==> src/rtl/rf_arb_pkg.sv <==
// Shared types and constants for the register-file write-port arbiter.
// The anti-starvation feature is selected with the RF_ARB_ANTISTARVE_EN macro.
package rf_arb_pkg;

  localparam int DATA_W_DEF = 32;
  localparam int ADDR_W_DEF = 5;
  localparam int CNT_W      = 4;

  typedef enum logic [1:0] {
    IDLE  = 2'd0,
    HELD  = 2'd1,
    FORCE = 2'd2
  } arb_state_e;

endpackage

==> src/rtl/rf_wb_holdbuf.sv <==
// One-entry hold buffer for a mul/div writeback result.
// MD_READY comes straight from a register, so it never depends on the same-cycle MD_VALID.
module rf_wb_holdbuf
  import rf_arb_pkg::*;
#(
  parameter int DATA_W = DATA_W_DEF,
  parameter int ADDR_W = ADDR_W_DEF
) (
  input  logic              CLK,
  input  logic              RESET,
  input  logic              i_load,
  input  logic              i_drain,
  input  logic [ADDR_W-1:0] i_addr,
  input  logic [DATA_W-1:0] i_data,
  output logic              o_valid,
  output logic              o_ready,
  output logic [ADDR_W-1:0] o_addr,
  output logic [DATA_W-1:0] o_data
);

  logic              r_valid;
  logic              r_ready;
  logic [ADDR_W-1:0] r_addr;
  logic [DATA_W-1:0] r_data;

  // The address is cleared on drain so it reads as 0 whenever the buffer is empty.
  always_ff @(posedge CLK) begin
    if (RESET) begin
      r_valid <= 1'b0;
      r_ready <= 1'b1;
      r_addr  <= '0;
    end else if (i_drain) begin
      r_valid <= 1'b0;
      r_ready <= 1'b1;
      r_addr  <= '0;
    end else if (i_load && r_ready) begin
      r_valid <= 1'b1;
      r_ready <= 1'b0;
      r_addr  <= i_addr;
    end
  end

  // NOTE: the data payload has no reset; it is only observed while r_valid is set.
  always_ff @(posedge CLK) begin
    if (i_load && r_ready && !i_drain) begin
      r_data <= i_data;
    end
  end

  assign o_valid = r_valid;
  assign o_ready = r_ready;
  assign o_addr  = r_addr;
  assign o_data  = r_data;

endmodule

==> src/rtl/rf_wb_arbiter.sv <==
// Shares the register-file write port between pipeline writeback and the mul/div unit.
// Define RF_ARB_ANTISTARVE_EN to compile in the FORCE state, starvation counter and PIPE_STALL.
module rf_wb_arbiter
  import rf_arb_pkg::*;
#(
  parameter int DATA_W       = DATA_W_DEF,
  parameter int ADDR_W       = ADDR_W_DEF,
  parameter int STARVE_LIMIT = 4
) (
  input  logic              CLK,
  input  logic              RESET,
  input  logic              PIPE_VALID,
  input  logic [ADDR_W-1:0] PIPE_ADDR,
  input  logic [DATA_W-1:0] PIPE_DATA,
  input  logic              MD_VALID,
  output logic              MD_READY,
  input  logic [ADDR_W-1:0] MD_ADDR,
  input  logic [DATA_W-1:0] MD_DATA,
  output logic [DATA_W-1:0] RF_IN,
  output logic [ADDR_W-1:0] RF_INADDRESS,
  output logic              RF_WRITE_EN,
  output logic              PIPE_STALL,
  output logic              MD_PENDING,
  output logic [ADDR_W-1:0] PENDING_ADDR
);

  if (STARVE_LIMIT < 1 || STARVE_LIMIT > 15) begin : g_bad_limit
    $error("rf_wb_arbiter: STARVE_LIMIT must be in 1..15");
  end

  arb_state_e        r_state;
  logic [DATA_W-1:0] r_rf_in;
  logic [ADDR_W-1:0] r_rf_addr;
  logic              r_rf_we;

  logic              w_load;
  logic              w_drain;
  logic              w_buf_valid;
  logic              w_md_ready;
  logic [ADDR_W-1:0] w_buf_addr;
  logic [DATA_W-1:0] w_buf_data;

  // Capture is only possible while empty, drain only while full: never both at once.
  assign w_load  = MD_VALID && w_md_ready;
  assign w_drain = ((r_state == HELD) && !PIPE_VALID) || (r_state == FORCE);

  rf_wb_holdbuf #(
    .DATA_W (DATA_W),
    .ADDR_W (ADDR_W)
  ) u_holdbuf (
    .CLK     (CLK),
    .RESET   (RESET),
    .i_load  (w_load),
    .i_drain (w_drain),
    .i_addr  (MD_ADDR),
    .i_data  (MD_DATA),
    .o_valid (w_buf_valid),
    .o_ready (w_md_ready),
    .o_addr  (w_buf_addr),
    .o_data  (w_buf_data)
  );

`ifdef RF_ARB_ANTISTARVE_EN
  localparam logic [CNT_W-1:0] STARVE_CMP = CNT_W'(STARVE_LIMIT);

  logic [CNT_W-1:0] r_cnt;
  logic             r_stall;
`endif

  always_ff @(posedge CLK) begin
    if (RESET) begin
      r_state   <= IDLE;
      r_rf_in   <= '0;
      r_rf_addr <= '0;
      r_rf_we   <= 1'b0;
`ifdef RF_ARB_ANTISTARVE_EN
      r_cnt     <= '0;
      r_stall   <= 1'b0;
`endif
    end else begin
      // Grant mux: a drained result beats the pipeline; writes to x0 are suppressed.
      r_rf_we <= 1'b0;
      if (w_drain) begin
        r_rf_in   <= w_buf_data;
        r_rf_addr <= w_buf_addr;
        r_rf_we   <= (w_buf_addr != '0);
      end else if (PIPE_VALID) begin
        r_rf_in   <= PIPE_DATA;
        r_rf_addr <= PIPE_ADDR;
        r_rf_we   <= (PIPE_ADDR != '0);
      end

      case (r_state)
        IDLE: begin
          if (w_load) r_state <= HELD;
        end
        HELD: begin
          if (!PIPE_VALID) r_state <= IDLE;
`ifdef RF_ARB_ANTISTARVE_EN
          if (!PIPE_VALID) begin
            r_cnt <= '0;
          end else begin
            r_cnt <= r_cnt + 1'b1;
            if ((r_cnt + 1'b1) == STARVE_CMP) begin
              r_state <= FORCE;
              r_stall <= 1'b1;
            end
          end
`endif
        end
`ifdef RF_ARB_ANTISTARVE_EN
        FORCE: begin
          r_state <= IDLE;
          r_stall <= 1'b0;
          r_cnt   <= '0;
        end
`endif
        default: r_state <= IDLE;
      endcase
    end
  end

  assign RF_IN        = r_rf_in;
  assign RF_INADDRESS = r_rf_addr;
  assign RF_WRITE_EN  = r_rf_we;
  assign MD_READY     = w_md_ready;
  assign MD_PENDING   = w_buf_valid;
  assign PENDING_ADDR = w_buf_addr;

`ifdef RF_ARB_ANTISTARVE_EN
  assign PIPE_STALL = r_stall;
`else
  assign PIPE_STALL = 1'b0;
`endif

endmodule
==> config.mk <==
export PLATFORM = sky130hd
export DESIGN_NAME = rf_wb_arbiter
export DESIGN_NICKNAME = d
export VERILOG_FILES = /design/src/rtl/rf_arb_pkg.sv /design/src/rtl/rf_wb_holdbuf.sv /design/src/rtl/rf_wb_arbiter.sv
export SDC_FILE = /design/constraint.sdc
export NUM_CORES = 1
export LEC_CHECK = 0
export BUFFER_PORTS_ARGS = -buffer_cell sky130_fd_sc_hd__buf_2
export CAP_MARGIN = 10
export CORE_ASPECT_RATIO = 1.25
export CORE_MARGIN = 3
export CORE_UTILIZATION = 52
export DETAILED_ROUTE_END_ITERATION = 12
export MAX_ROUTING_LAYER = met4
export PLACE_DENSITY = 0.85
export SETUP_SLACK_MARGIN = 0.3
export SLEW_MARGIN = 5
export SYNTH_ARGS = -nofsm -noshare
export SYNTH_HDL_FRONTEND = slang
export SYNTH_SLANG_ARGS = --single-unit
==> constraint.sdc <==
create_clock -name CLK -period 6.1 [get_ports CLK]
set_input_delay 0.305 -clock CLK [delete_from_list [all_inputs] [get_ports CLK]]
set_output_delay 0.305 -clock CLK [all_outputs]
set_load 0.005 [all_outputs]
; Yosys cells after proc, flatten, opt, wreduce, memory -nomap -nowiden
; Index checks and enable logic that the tools add are counted.
[word_totals]
register_bits = 79
in_bits = 78
output_inout_bits = 46
word_cells = 34
[classes]
eq_ne = 4
muxes = 9
n_reduce_logical = 13
[ops]
columns = operator, count
row1 = 32-bit 2-to-1 mux, 2
row2 = 5-bit 2-to-1 mux, 2
row3 = 5-bit nonzero test, 2
row4 = 1-bit logical AND, 4
row5 = 2-bit 2-to-1 mux, 2
row6 = 2-bit one-hot mux with 2 select lines, 1
row7 = "2-bit by 1-bit == test with 1-bit output, second input constant", 1
row8 = "2-bit == test, second input constant", 1
row9 = 1-bit logical NOT, 2
row10 = 2-bit logical NOT, 1
row11 = 1-bit 2-to-1 mux, 2
row12 = "2-bit by 1-bit != test with 1-bit output, second input constant", 1
row13 = "2-bit != test, second input constant", 1
row14 = 2-bit AND reduction, 1
row15 = 2-bit nonzero test, 1
row16 = 2-bit OR reduction, 1
row17 = 1-bit logical OR, 1

; Depth between registers and ports, before layout
; Gate-level depths: netlist (run 1).
[logic_depth]
word_depth = 5
mapped_depth = 5
ltp_nobuf = 3

; Modules after synthesis
; Synthesis (run 1) repeated with hierarchy kept, for this count alone.
[hier_totals]
cells_unflattened = 237
area_unflattened_um2 = 3148.0
[by_module_without_submodules]
columns = module, instances, cells_each, area_per_inst_um2, seq_area_each_um2
row1 = rf_wb_arbiter, 1, 173, 1875.5, 780.7
row2 = rf_wb_holdbuf, 1, 64, 1272.5, 1101.1

; Worst setup path after synthesis (run 1)
; OpenSTA, ideal clock, no wires.
[synth_path]
path_kind = register to register
start = register u_holdbuf.r_ready (netlist: u_holdbuf.o_ready)
end = register u_holdbuf.r_data[0] (netlist: u_holdbuf.o_data[0]) (enable)
setup_ns = 0.421
t_arrival_ns = 2.144
required_time_ns = 5.679
path_slack_ns = 3.535
path_stages_with_launch = 4
n_path_buf = 1
synth_period_minus_slack_ns = 2.565
cell_sequence = dfxtp_1 clkbuf_1 nand2_1 nor2_1
[synth_via]
elab_chain_cells = 3
[synth_lines]
columns = item, line_no
row1 = "start, declared", rf_wb_holdbuf.sv:22  ; logic r_ready;
row2 = "start signal, assigned", rf_wb_holdbuf.sv:30  ; r_ready <= 1'b1;
row3 = "start signal, assigned", rf_wb_holdbuf.sv:34  ; r_ready <= 1'b1;
row4 = "start signal, assigned", rf_wb_holdbuf.sv:38  ; r_ready <= 1'b0;
row5 = 1-bit logical AND, rf_wb_arbiter.sv:44  ; assign w_load = MD_VALID && w_md_ready;
row6 = 1-bit logical AND * (2 in series), rf_wb_holdbuf.sv:45  ; if (i_load && r_ready && !i_drain) begin
row7 = "end signal, assigned", rf_wb_holdbuf.sv:46  ; r_data <= i_data;
row8 = "end, declared", rf_wb_holdbuf.sv:24  ; logic [DATA_W-1:0] r_data;
; Every way passes the cells marked *; elsewhere a longest branch is shown, timed or not.
; A chain may end at the register's enable or synchronous reset.

; Worst setup path in the final report (run 1)
[layout_path]
start = register r_state[0]
end = register u_holdbuf.r_data[21] (netlist: u_holdbuf.o_data[21]) (enable)
[layout_via]
elab_chain_cells = 5
elab_cells_between_ends = 6
classes_between = eq/ne (2) / reduce/logical (4)
[layout_lines]
columns = item, line_no
row1 = "start, declared", rf_wb_arbiter.sv:31  ; arb_state_e r_state;
row2 = "start signal, assigned", rf_wb_arbiter.sv:72  ; r_state <= IDLE;
row3 = "start signal, assigned", rf_wb_arbiter.sv:95  ; if (w_load) r_state <= HELD;
row4 = "start signal, assigned", rf_wb_arbiter.sv:98  ; if (!PIPE_VALID) r_state <= IDLE;
row5 = 2-bit by 1-bit == test with 1-bit output, rf_wb_arbiter.sv:45  ; assign w_drain = ((r_state == HELD) && !PIPE_VALID) || (r_state == FORCE);
row6 = 1-bit logical AND, rf_wb_arbiter.sv:45
row7 = 1-bit logical OR *, rf_wb_arbiter.sv:45
row8 = 1-bit logical NOT *, rf_wb_holdbuf.sv:45
row9 = 1-bit logical AND *, rf_wb_holdbuf.sv:45
; Marked as above.

==> results of run 1 <==
[state kept, by name, summed over array words and instances, names as in the netlist]
register / count
u_holdbuf.o_ready: 1
u_holdbuf.o_valid: 1
RF_INADDRESS: 5
u_holdbuf.o_data: 32
u_holdbuf.o_addr: 5
r_state: 1
RF_IN: 32
RF_WRITE_EN: 1
[final timing paths]
| check | startpoint | endpoint | slack [ns] | cells after the start |
|---|---|---|---|---|
| min reg2reg | u_holdbuf.o_valid | u_holdbuf.o_valid | 0.49 | 2 |
| max | r_state[0] | u_holdbuf.o_data[21] | 3.96 | 2 |
| max reg2reg | r_state[0] | u_holdbuf.o_data[21] | 3.96 | 2 |
| min | MD_DATA[16] | u_holdbuf.o_data[16] | 0.14 | 1 |
[cell usage in the layout (no fill, tap or decap)]
master	netlist	routed
buf_2	3	122
dfxtp_1	46	45
nor2_1	40	39
mux2i_1	37	37
edfxtp_1	32	32
mux2_4	19	19
mux2_2	18	18
clkbuf_8	0	10
a21oi_1	8	8
nand2_1	6	6
nand3_1	5	5
clkinv_2	0	3
or4_1	2	2
o21ai_0	2	2
clkbuf_1	6	2
nor2b_1	1	1
nor2_4	0	1
inv_1	1	1
or2_1	1	1
a21o_1	1	1
conb_1	1	1
clkinvlp_4	0	1
buf_4	4	1
dfxtp_2	0	1
[layout make-up]
cell class,instances,share of cell area
Inverter,1,0.000961
Sequential cell,78,0.482
Timing Repair Buffer,123,0.158
Clock buffer,12,0.0371
Clock inverter,4,0.00576
Multi-Input combinational cell,141,0.295
Tap cell,66,0.0211
[layer usage]
metal	vias up	wire length (um)	global-route usage	share of wire
li1	1062	-	-	-
met1	986	2420	0.230	0.37
met2	69	3580	0.338	0.55
met3	12	345	0.0347	0.053
met4	0	153	0.0977	0.024
met5	-	0	-	0
[logic make-up after synthesis]
logic type | count (synthesis) | synth area share
other cells | 1 | 0.00120
buf+inv | 17 | 0.0336
simple gates | 55 | 0.0719
compound gates | 11 | 0.0184
mux | 74 | 0.274
flops | 78 | 0.601
[power breakdown]
part / internal, mW / switching [mW] / leakage [nW] / total (mW)
combinational: 0.0875 / 0.0591 / 1.10 / 0.147
clock: 0.157 / 0.169 / 0.0861 / 0.326
sequential: 0.583 / 0.0265 / 0.685 / 0.609
[per-stage QoR]
step	util	area [sq um]	cells	worst slack, ns
after global routing	0.672	3910	425	3.80
after CTS	0.672	3910	425	3.92
after detailed placement	0.643	3740	409	3.77
after floorplan	-	3130	236	3.54
final	0.672	3910	425	3.96
after global placement	0.643	3740	409	3.80
[worst reg2reg max path, delay by kind of cell, from the launching register on]
kind / cells / cell delay, ns
AND/OR/NAND/NOR: 2 / 1.09
flip-flops: 1 / 0.65
==> impl_metrics.csv, run 1 <==
group,metric,value,unit
critical_path,crit_family,"simple AND/OR/NAND/NOR gates",
final_layout,register_area,0.00188,sq mm
drt,via_per_inst,5.01,
placement,globalplace.congestion,0.768,
die,die_h,92.8,um
final_layout,area_growth,24.8,%
critical_path,critical_path_class,"reg2reg",
logic_synthesis,synthTopCellsByArea,"edfxtp_1, dfxtp_1, mux2i_1",
logic_synthesis,synthArstFlopShare,0,
logic_synthesis,postSynthCellCount,236,
logic_synthesis,yosysWarnings,0,
run_status,outcome,"finished clean",
sta,relSlewSlack,0.271,
critical_path,critPathBufInv,0,
power,leakagePower,1.87,nW
clock_tree,htreeDepth,3,
final_layout,multi_input_area,0.00115,sq mm
final_layout,drive_gt1_frac,0.490,
die,rows,31,
logic_synthesis,synth_top_area_frac,0.307,
critical_path,worst-path-max-fanout,39,
logic_synthesis,synth_top_cell_by_area,"edfxtp_1",
logic_synthesis,synth-seq-cells,78,
logic_synthesis,yosys.cell_count.top_type,"dfxtp_1",
critical_path,startpoint_type,"flop",
final_layout,antenna_cells,0,
sta,final_max_slew_viol_count,0,
critical_path,critical-path-max-stage-delay,0.73,ns
logic_synthesis,synth_area,0.00313,sq mm
logic_synthesis,synth_flop_cell,"dfxtp_1",
sta,holdWs,0.143,ns
grt,grt_pass1_vias,2140,
logic_synthesis,synth_edf_count,32,
grt,grt_start_max_net_pins,40,
clock_tree,clk_pin_slew,0.08,ns
drt,firstDrtPassIters,4,
logic_synthesis,synth.avg_cell_area,13.3,sq um
die,fp.coreArea,0.00582,sq mm
critical_path,crit_arrival,2.09,ns
die,die_w,75.4,um
sta,worstMarginPinSlew,1.09,ns
logic_synthesis,synth-seq-area-share,0.601,
critical_path,cp-end-kind,"flop",
drt,wirelength,6.49,mm
final_layout,fin_nets,432,
clock_tree,clk_latency,0.33,ns
sta,rsz0062_at_grt,"false",
clock_tree,tritoncts,"built",
drt,drt-initial-drc-count,127,
die,pin_count,124,
grt,grt_pass1_wl,10.2,mm
clock_tree,post_cts_buffers,0,
clock_tree,cts_made_buffers,9,
logic_synthesis,synthTopCellsByCount,"dfxtp_1, nor2_1, mux2i_1, edfxtp_1, mux2_4",
sta,tns,0,ns
die,initial_core_util,0.538,
sta,finalSetupViolCount,0,
critical_path,critPathSlowestCell,"nor2_4",
placement,io_buffer_count,122,
critical_path,crit_chain,"nor2b_1 -> nor2_4",
clock_tree,cts_resized,0,
job,maxCapViolations,0,
grt,overflow,0,
sta,min_period_over_period,0.351,
clock_tree,cts_root_buf,"clkbuf_8",
drt,drcViolationCount,0,
sta,finClkSkew,0.0118,ns
power,totalPowerFinal,1.08,mW
grt,grt_use_total,0.203,
power,power_density,277,mW/mm^2
placement,dp_hpwl,4.56,mm
critical_path,cp.required,6.05,ns
power,vdd_ir_drop_max,0.204,mV
drt,routed-via-count,2129,
clock_tree,cts.sinks,78,
sta,finalHoldViolCount,0,
clock_tree,cts_buffer_depth,2,
grt,antenna_found_initial,0,
worst_hold_path,hold_path_class,"in2reg",
final_layout,num-fill-cells,456,
die,die-area,0.00700,sq mm
sta,min_period,2.14,ns
drt,antenna_left,0,
sta,fmax,467,MHz
logic_synthesis,ys_types,20,
logic_synthesis,synth_nets,314,
drt,wl_per_cell,15.3,um
clock_tree,hold_buffers,0,
(Power assumes the default switching activity.)
==> run 2, diff against run 1 <==
--- a/config.mk
+++ b/config.mk
@@ -9,10 +9,10 @@
 export CAP_MARGIN = 10
 export CORE_ASPECT_RATIO = 1.25
 export CORE_MARGIN = 3
-export CORE_UTILIZATION = 52
+export CORE_UTILIZATION = 48
 export DETAILED_ROUTE_END_ITERATION = 12
 export MAX_ROUTING_LAYER = met4
-export PLACE_DENSITY = 0.85
+export PLACE_DENSITY = 0.79
 export SETUP_SLACK_MARGIN = 0.3
 export SLEW_MARGIN = 5
 export SYNTH_ARGS = -nofsm -noshare
==> constraint.sdc (replaced) <==
create_clock -name CLK -period 2.25 [get_ports CLK]
set_input_delay 0.1125 -clock CLK [delete_from_list [all_inputs] [get_ports CLK]]
set_output_delay 0.1125 -clock CLK [all_outputs]
set_load 0.005 [all_outputs]
==> impl_metrics.csv, run 2 (synthesis gave the netlist of run 1 again) <==
group,metric,value,unit
final_layout,drive_gt1_frac,0.438,
run_status,outcome,"finished clean",
job,maxCapViolations,0,
power,clockPowerShare,0.319,
sta,min_period_over_period,0.739,
critical_path,reg2reg_to,"u_holdbuf.o_data[4]",
critical_path,crit_arrival,1.62,ns
clock_tree,cts.sinks,78,
sta,min_period,1.66,ns
power,leakagePower,2.08,nW
sta,tns,0,ns
grt,grt_use_total,0.207,
critical_path,worst-path-max-fanout,32,
drt,antenna_left,0,
power,combPwrFrac,0.160,
final_layout,area_growth,41.0,%
clock_tree,cts_made_buffers,9,
sta,finClkSkew,0.00807,ns
placement,dp_hpwl,4.72,mm
sta,fmax,601,MHz
clock_tree,cts_root_buf,"clkbuf_8",
die,die_h,96.3,um
sta,finalSetupViolCount,0,
grt,overflow,0,
clock_tree,clk_latency,0.34,ns
final_layout,fin_nets,479,
final_layout,antenna_cells,0,
critical_path,crit_chain,"nand2_1 -> nor2_4",
critical_path,rr_worst_depth,2,
worst_hold_path,hold_path_class,"in2reg",
critical_path,critPathBufInv,0,
critical_path,critical_path_class,"reg2reg",
drt,routed-via-count,2376,
sta,finalHoldViolCount,0,
final_layout,layout_commonest_cell,"buf_2",
grt,grt_start_max_net_pins,39,
critical_path,timing.critical_path.from,"u_holdbuf.o_ready",
drt,firstDrtPassIters,4,
drt,wl_per_cell,14.9,um
clock_tree,cts_resized,0,
clock_tree,post_cts_buffers,0,
power,switching_power,0.718,mW
power,p_int,2.39,mW
power,power_density,705,mW/mm^2
critical_path,crit_family,"simple AND/OR/NAND/NOR gates",
power,swShare,0.231,
critical_path,cp-end-kind,"flop",
placement,placed_cells,431,
final_layout,register_area,0.00188,sq mm
drt,drt-initial-drc-count,101,
die,rows,32,
sta,worstMarginPinSlew,0.923,ns
power,seq_power_share,0.521,
power,vdd_ir_drop_max,0.453,mV
sta,relSlewSlack,0.383,
final_layout,multi_input_area,0.00115,sq mm
drt,via_per_inst,4.84,
critical_path,startpoint_type,"flop",
grt,antenna_found_initial,0,
drt,drcViolationCount,0,
final_layout,fin_cells,491,
clock_tree,cts_buffer_depth,2,
clock_tree,clk_pin_slew,0.08,ns
die,die-area,0.00754,sq mm
critical_path,crit_end,"u_holdbuf.o_data[4]",
critical_path,critical-path-max-stage-delay,0.77,ns
clock_tree,htreeDepth,3,
critical_path,cp.required,2.21,ns
final_layout,final_core_util,0.707,
placement,io_buffer_count,122,
die,fp.coreArea,0.00625,sq mm
die,initial_core_util,0.501,
final_layout,num-fill-cells,465,
critical_path,timing.rr.start,"u_holdbuf.o_ready",
grt,grt_pass1_vias,2454,
critical_path,r2r_slack,0.59,ns
sta,final_max_slew_viol_count,0,
final_layout,layout_common_cells,"buf_2, dfxtp_1, dlygate4sd3_1",
critical_path,critPathSlowestCell,"nor2_4",
critical_path,crit_cells,2,
die,pin_count,124,
placement,globalplace.congestion,0.726,
die,die_w,78.2,um
grt,grt_pass1_wl,11.5,mm
sta,rsz0062_at_grt,"false",
clock_tree,tritoncts,"built",
drt,wirelength,7.30,mm
==> run 2: worst register-to-register path, stage by stage, from the launching register on <==
cell	delay (ns)
dfxtp_1	0.33
nand2_1	0.17
nor2_4	0.77
==> run 2: through the flow <==
| stage | hold slack, ns | setup slack [ns] | cell area [sq um] | total power [mW] |
|---|---|---|---|---|
| global placement | 0.289 | 0.607 | 3790 | 2.08 |
| global route | 0.0180 | 0.484 | 4420 | 3.25 |
| CTS | 0.000748 | 0.558 | 4420 | 3.14 |
| finish | 0.00759 | 0.587 | 4420 | 3.11 |
| detailed placement | 0.291 | 0.574 | 3790 | 2.09 |
| floorplan | 0.211 | 0.533 | 3140 | 1.92 |
==> run 2: how the worst min path moves through the flow <==
stage | start | to | slack, ns | cells after the start
6_report | PIPE_DATA[17] | RF_IN[17] | 0.008 | 3
5_1_grt | PIPE_DATA[2] | RF_IN[2] | 0.02 | 3
4_1_cts | PIPE_DATA[25] | RF_IN[25] | 0.0007 | 3
3_5_place_dp | MD_DATA[21] | u_holdbuf.o_data[21] | 0.29 | 1
3_3_place_gp | MD_DATA[22] | u_holdbuf.o_data[22] | 0.29 | 1
2_1_floorplan | MD_DATA[0] | u_holdbuf.o_data[0] | 0.21 | 0
==> run 2: what timing repair did <==
item	CTS	global route
hold buffers	44	0
hold endpoints to repair	44	0
setup endpoints to repair	0	0
==> run 2: layout make-up <==
type / instances / area share
Clock buffer: 16 / 0.0431
Sequential cell: 78 / 0.426
Timing Repair Buffer: 170 / 0.245
Inverter: 1 / 0.000850
Tap cell: 85 / 0.0241
Multi-Input combinational cell: 141 / 0.261
==> run 2: routing by layer <==
metal / part of all wire / global-route usage / vias to the layer above
li1: - / - / 1156
met3: 0.037 / 0.0337 / 19
met4: 0.030 / 0.127 / 0
met1: 0.42 / 0.235 / 1123
met2: 0.51 / 0.344 / 78
met5: 0 / - / -
==> run 2: power by group through the flow <==
stage               clock network (mW)  registers [mW]  logic (mW)
floorplan                            0            1.65       0.272
global placement                     0            1.65       0.428
detailed placement                   0            1.65       0.438
CTS                               1.02            1.62       0.500
global route                      1.08            1.63       0.543
finish                           0.994            1.62       0.497
==> run 3, diff against run 2 <==
--- a/config.mk
+++ b/config.mk
@@ -5,14 +5,15 @@
 export SDC_FILE = /design/constraint.sdc
 export NUM_CORES = 1
 export LEC_CHECK = 0
+export ABC_AREA = 1
 export BUFFER_PORTS_ARGS = -buffer_cell sky130_fd_sc_hd__buf_2
 export CAP_MARGIN = 10
 export CORE_ASPECT_RATIO = 1.25
 export CORE_MARGIN = 3
-export CORE_UTILIZATION = 48
+export CORE_UTILIZATION = 43
 export DETAILED_ROUTE_END_ITERATION = 12
 export MAX_ROUTING_LAYER = met4
-export PLACE_DENSITY = 0.79
+export PLACE_DENSITY = 0.75
 export SETUP_SLACK_MARGIN = 0.3
 export SLEW_MARGIN = 5
 export SYNTH_ARGS = -nofsm -noshare
==> constraint.sdc (replaced) <==
create_clock -name CLK -period 1.4 [get_ports CLK]
set_input_delay 0.07 -clock CLK [delete_from_list [all_inputs] [get_ports CLK]]
set_output_delay 0.07 -clock CLK [all_outputs]
set_load 0.005 [all_outputs]
==> impl_metrics.csv, run 3 <==
group,metric,value,unit
critical_path,cp.required,1.50,ns
logic_synthesis,synth-seq-cells,78,
critical_path,crit_arrival,1.24,ns
final_layout,fin_nets,603,
sta,tns,0,ns
die,fp.coreArea,0.00669,sq mm
power,power_density,1130,mW/mm^2
placement,placed_cells,557,
sta,finalHoldViolCount,0,
grt,grt_start_max_net_pins,29,
clock_tree,clk_latency,0.33,ns
placement,place_worst_setup_slack,0.219,ns
placement,dp_hpwl,5.02,mm
grt,grt_pass1_wl,12.8,mm
logic_synthesis,synth_top_area_frac,0.318,
logic_synthesis,synthTopCellsByArea,"edfxtp_1, dfxtp_1, nand2_1",
final_layout,area_growth,48.0,%
drt,drcViolationCount,0,
drt,drt-initial-drc-count,96,
job,maxCapViolations,0,
final_layout,drive_gt1_frac,0.304,
drt,antenna_left,0,
grt,grt_use_total,0.211,
final_layout,num-fill-cells,576,
die,die-area,0.00808,sq mm
die,pin_count,124,
drt,wirelength,8.02,mm
power,totalPowerFinal,5.05,mW
run_status,outcome,"finished clean",
logic_synthesis,synth_nets,433,
placement,globalplace.congestion,0.791,
final_layout,layout_commonest_cell,"nand2_1",
grt,overflow,0,
drt,firstDrtPassIters,6,
logic_synthesis,synth_top_cell_by_area,"edfxtp_1",
logic_synthesis,synthArstFlopShare,0,
sta,rsz0062_at_grt,"true",
critical_path,cpMostUsedCell,"nor2_4",
power,leakagePower,2.36,nW
critical_path,critPathBufInv,3,
sta,min_period,1.14,ns
grt,grt_pass1_vias,2912,
clock_tree,cts_buffer_depth,2,
sta,finClkSkew,0.00652,ns
critical_path,critical_path_class,"reg2reg",
critical_path,crit_family,"flip-flops",
logic_synthesis,yosys.cell_count.top_type,"nand2_1",
sta,finalSetupViolCount,0,
logic_synthesis,postSynthCellCount,355,
sta,min_period_over_period,0.818,
logic_synthesis,synth-seq-area-share,0.622,
drt,wl_per_cell,13.0,um
sta,fin_ws,0.255,ns
die,initial_core_util,0.452,
final_layout,antenna_cells,0,
clock_tree,clk_pin_slew,0.08,ns
clock_tree,cts_made_buffers,9,
drt,routed-via-count,2867,
critical_path,critical-path-max-stage-delay,0.36,ns
grt,antenna_found_initial,0,
die,die_w,81.0,um
worst_hold_path,hold_path_class,"in2reg",
logic_synthesis,synth_edf_count,32,
die,die_h,99.8,um
clock_tree,tritoncts,"built",
logic_synthesis,synth_flop_cell,"dfxtp_1",
clock_tree,htreeDepth,3,
die,rows,33,
drt,via_per_inst,4.65,
logic_synthesis,ys_types,16,
critical_path,worst-path-max-fanout,8,
final_layout,layout_common_cells,"nand2_1, buf_2, dfxtp_1",
final_layout,fin_cells,617,
critical_path,startpoint_type,"flop",
placement,io_buffer_count,122,
logic_synthesis,synth_area,0.00302,sq mm
sta,fmax,873,MHz
clock_tree,cts.sinks,78,
critical_path,crit_chain,"inv_2 -> nor2_4 -> nor2_4 -> buf_6 -> clkbuf_16",
power,vdd_ir_drop_max,0.733,mV
logic_synthesis,yosysWarnings,0,
critical_path,cp-end-kind,"flop",
critical_path,critPathSlowestCell,"dfxtp_2",
logic_synthesis,synth.avg_cell_area,8.52,sq um
sta,final_max_slew_viol_count,0,
logic_synthesis,synthTopCellsByCount,"nand2_1, dfxtp_1, inv_1, nand3_1, edfxtp_1",
clock_tree,cts_root_buf,"clkbuf_8",
==> run 3: power by group <==
group / switching [mW] / internal, mW / total [mW]
Combinational: 0.368 / 0.403 / 0.771
Clock: 0.759 / 0.904 / 1.66
Sequential: 0.0716 / 2.54 / 2.61
Total: 1.20 / 3.85 / 5.05
==> run 3: cells by family (layout without fill, tap and decap cells) <==
logic type,after synthesis,in the layout,share of synthesized area
compound gates,8,8,0.0132
buf+inv,58,233,0.0807
flops,78,78,0.622
other cells,1,1,0.00124
simple gates,210,210,0.283
==> run 3: stage by stage <==
stage	util	hold WS (ns)	instance area [sq um]
after floorplan	-	0.139	3040
after global placement	0.562	0.249	3760
after detailed placement	0.562	0.249	3760
after CTS	0.663	0.00440	4430
after global routing	0.669	0.0306	4470
final	0.669	0.0260	4470
==> run 3: area by class of cell <==
cell class	count	area, sq um	area share
clock inverter	5	47.5	0.0106
inverter	43	164	0.0366
multi-input combinational	219	918	0.205
clock buffer	11	151	0.0338
sequential	78	1880	0.421
tap	87	109	0.0243
timing repair buffer	174	1200	0.268
==> run 3: per-layer routing <==
metal	GRT usage	part of all wire
met1	0.229	0.38
met2	0.376	0.54
met3	0.0317	0.053
met4	0.0910	0.021
met5	-	0
==> run 3: path summary, 6_finish.rpt <==
path	start	to	slack, ns	cells past startpoint
worst max register to register	r_state[0]	u_holdbuf.o_data[25]	0.26	5
worst min register to register	u_holdbuf.o_valid	u_holdbuf.o_valid	0.49	2
worst max-delay path	r_state[0]	u_holdbuf.o_data[25]	0.26	5
worst min-delay path	PIPE_DATA[22]	RF_IN[22]	0.03	5
==> run 3: what timing repair did <==
| item | CTS | global route |
|---|---|---|
| cloned | 2 | 1 |
| setup endpoints to repair | 56 | 77 |
| hold endpoints to repair | 37 | 0 |
| hold buffers | 37 | 0 |
| pin swaps | 2 | 0 |
| setup buffers | 4 | 0 |
| gates resized for setup | 4 | 6 |
==> run 3: worst min-delay path, stage by stage <==
cell	delay, ns
buf_2	0.07
nand2_1	0.04
nand3_1	0.07
nand2_1	0.04
inv_1	0.04
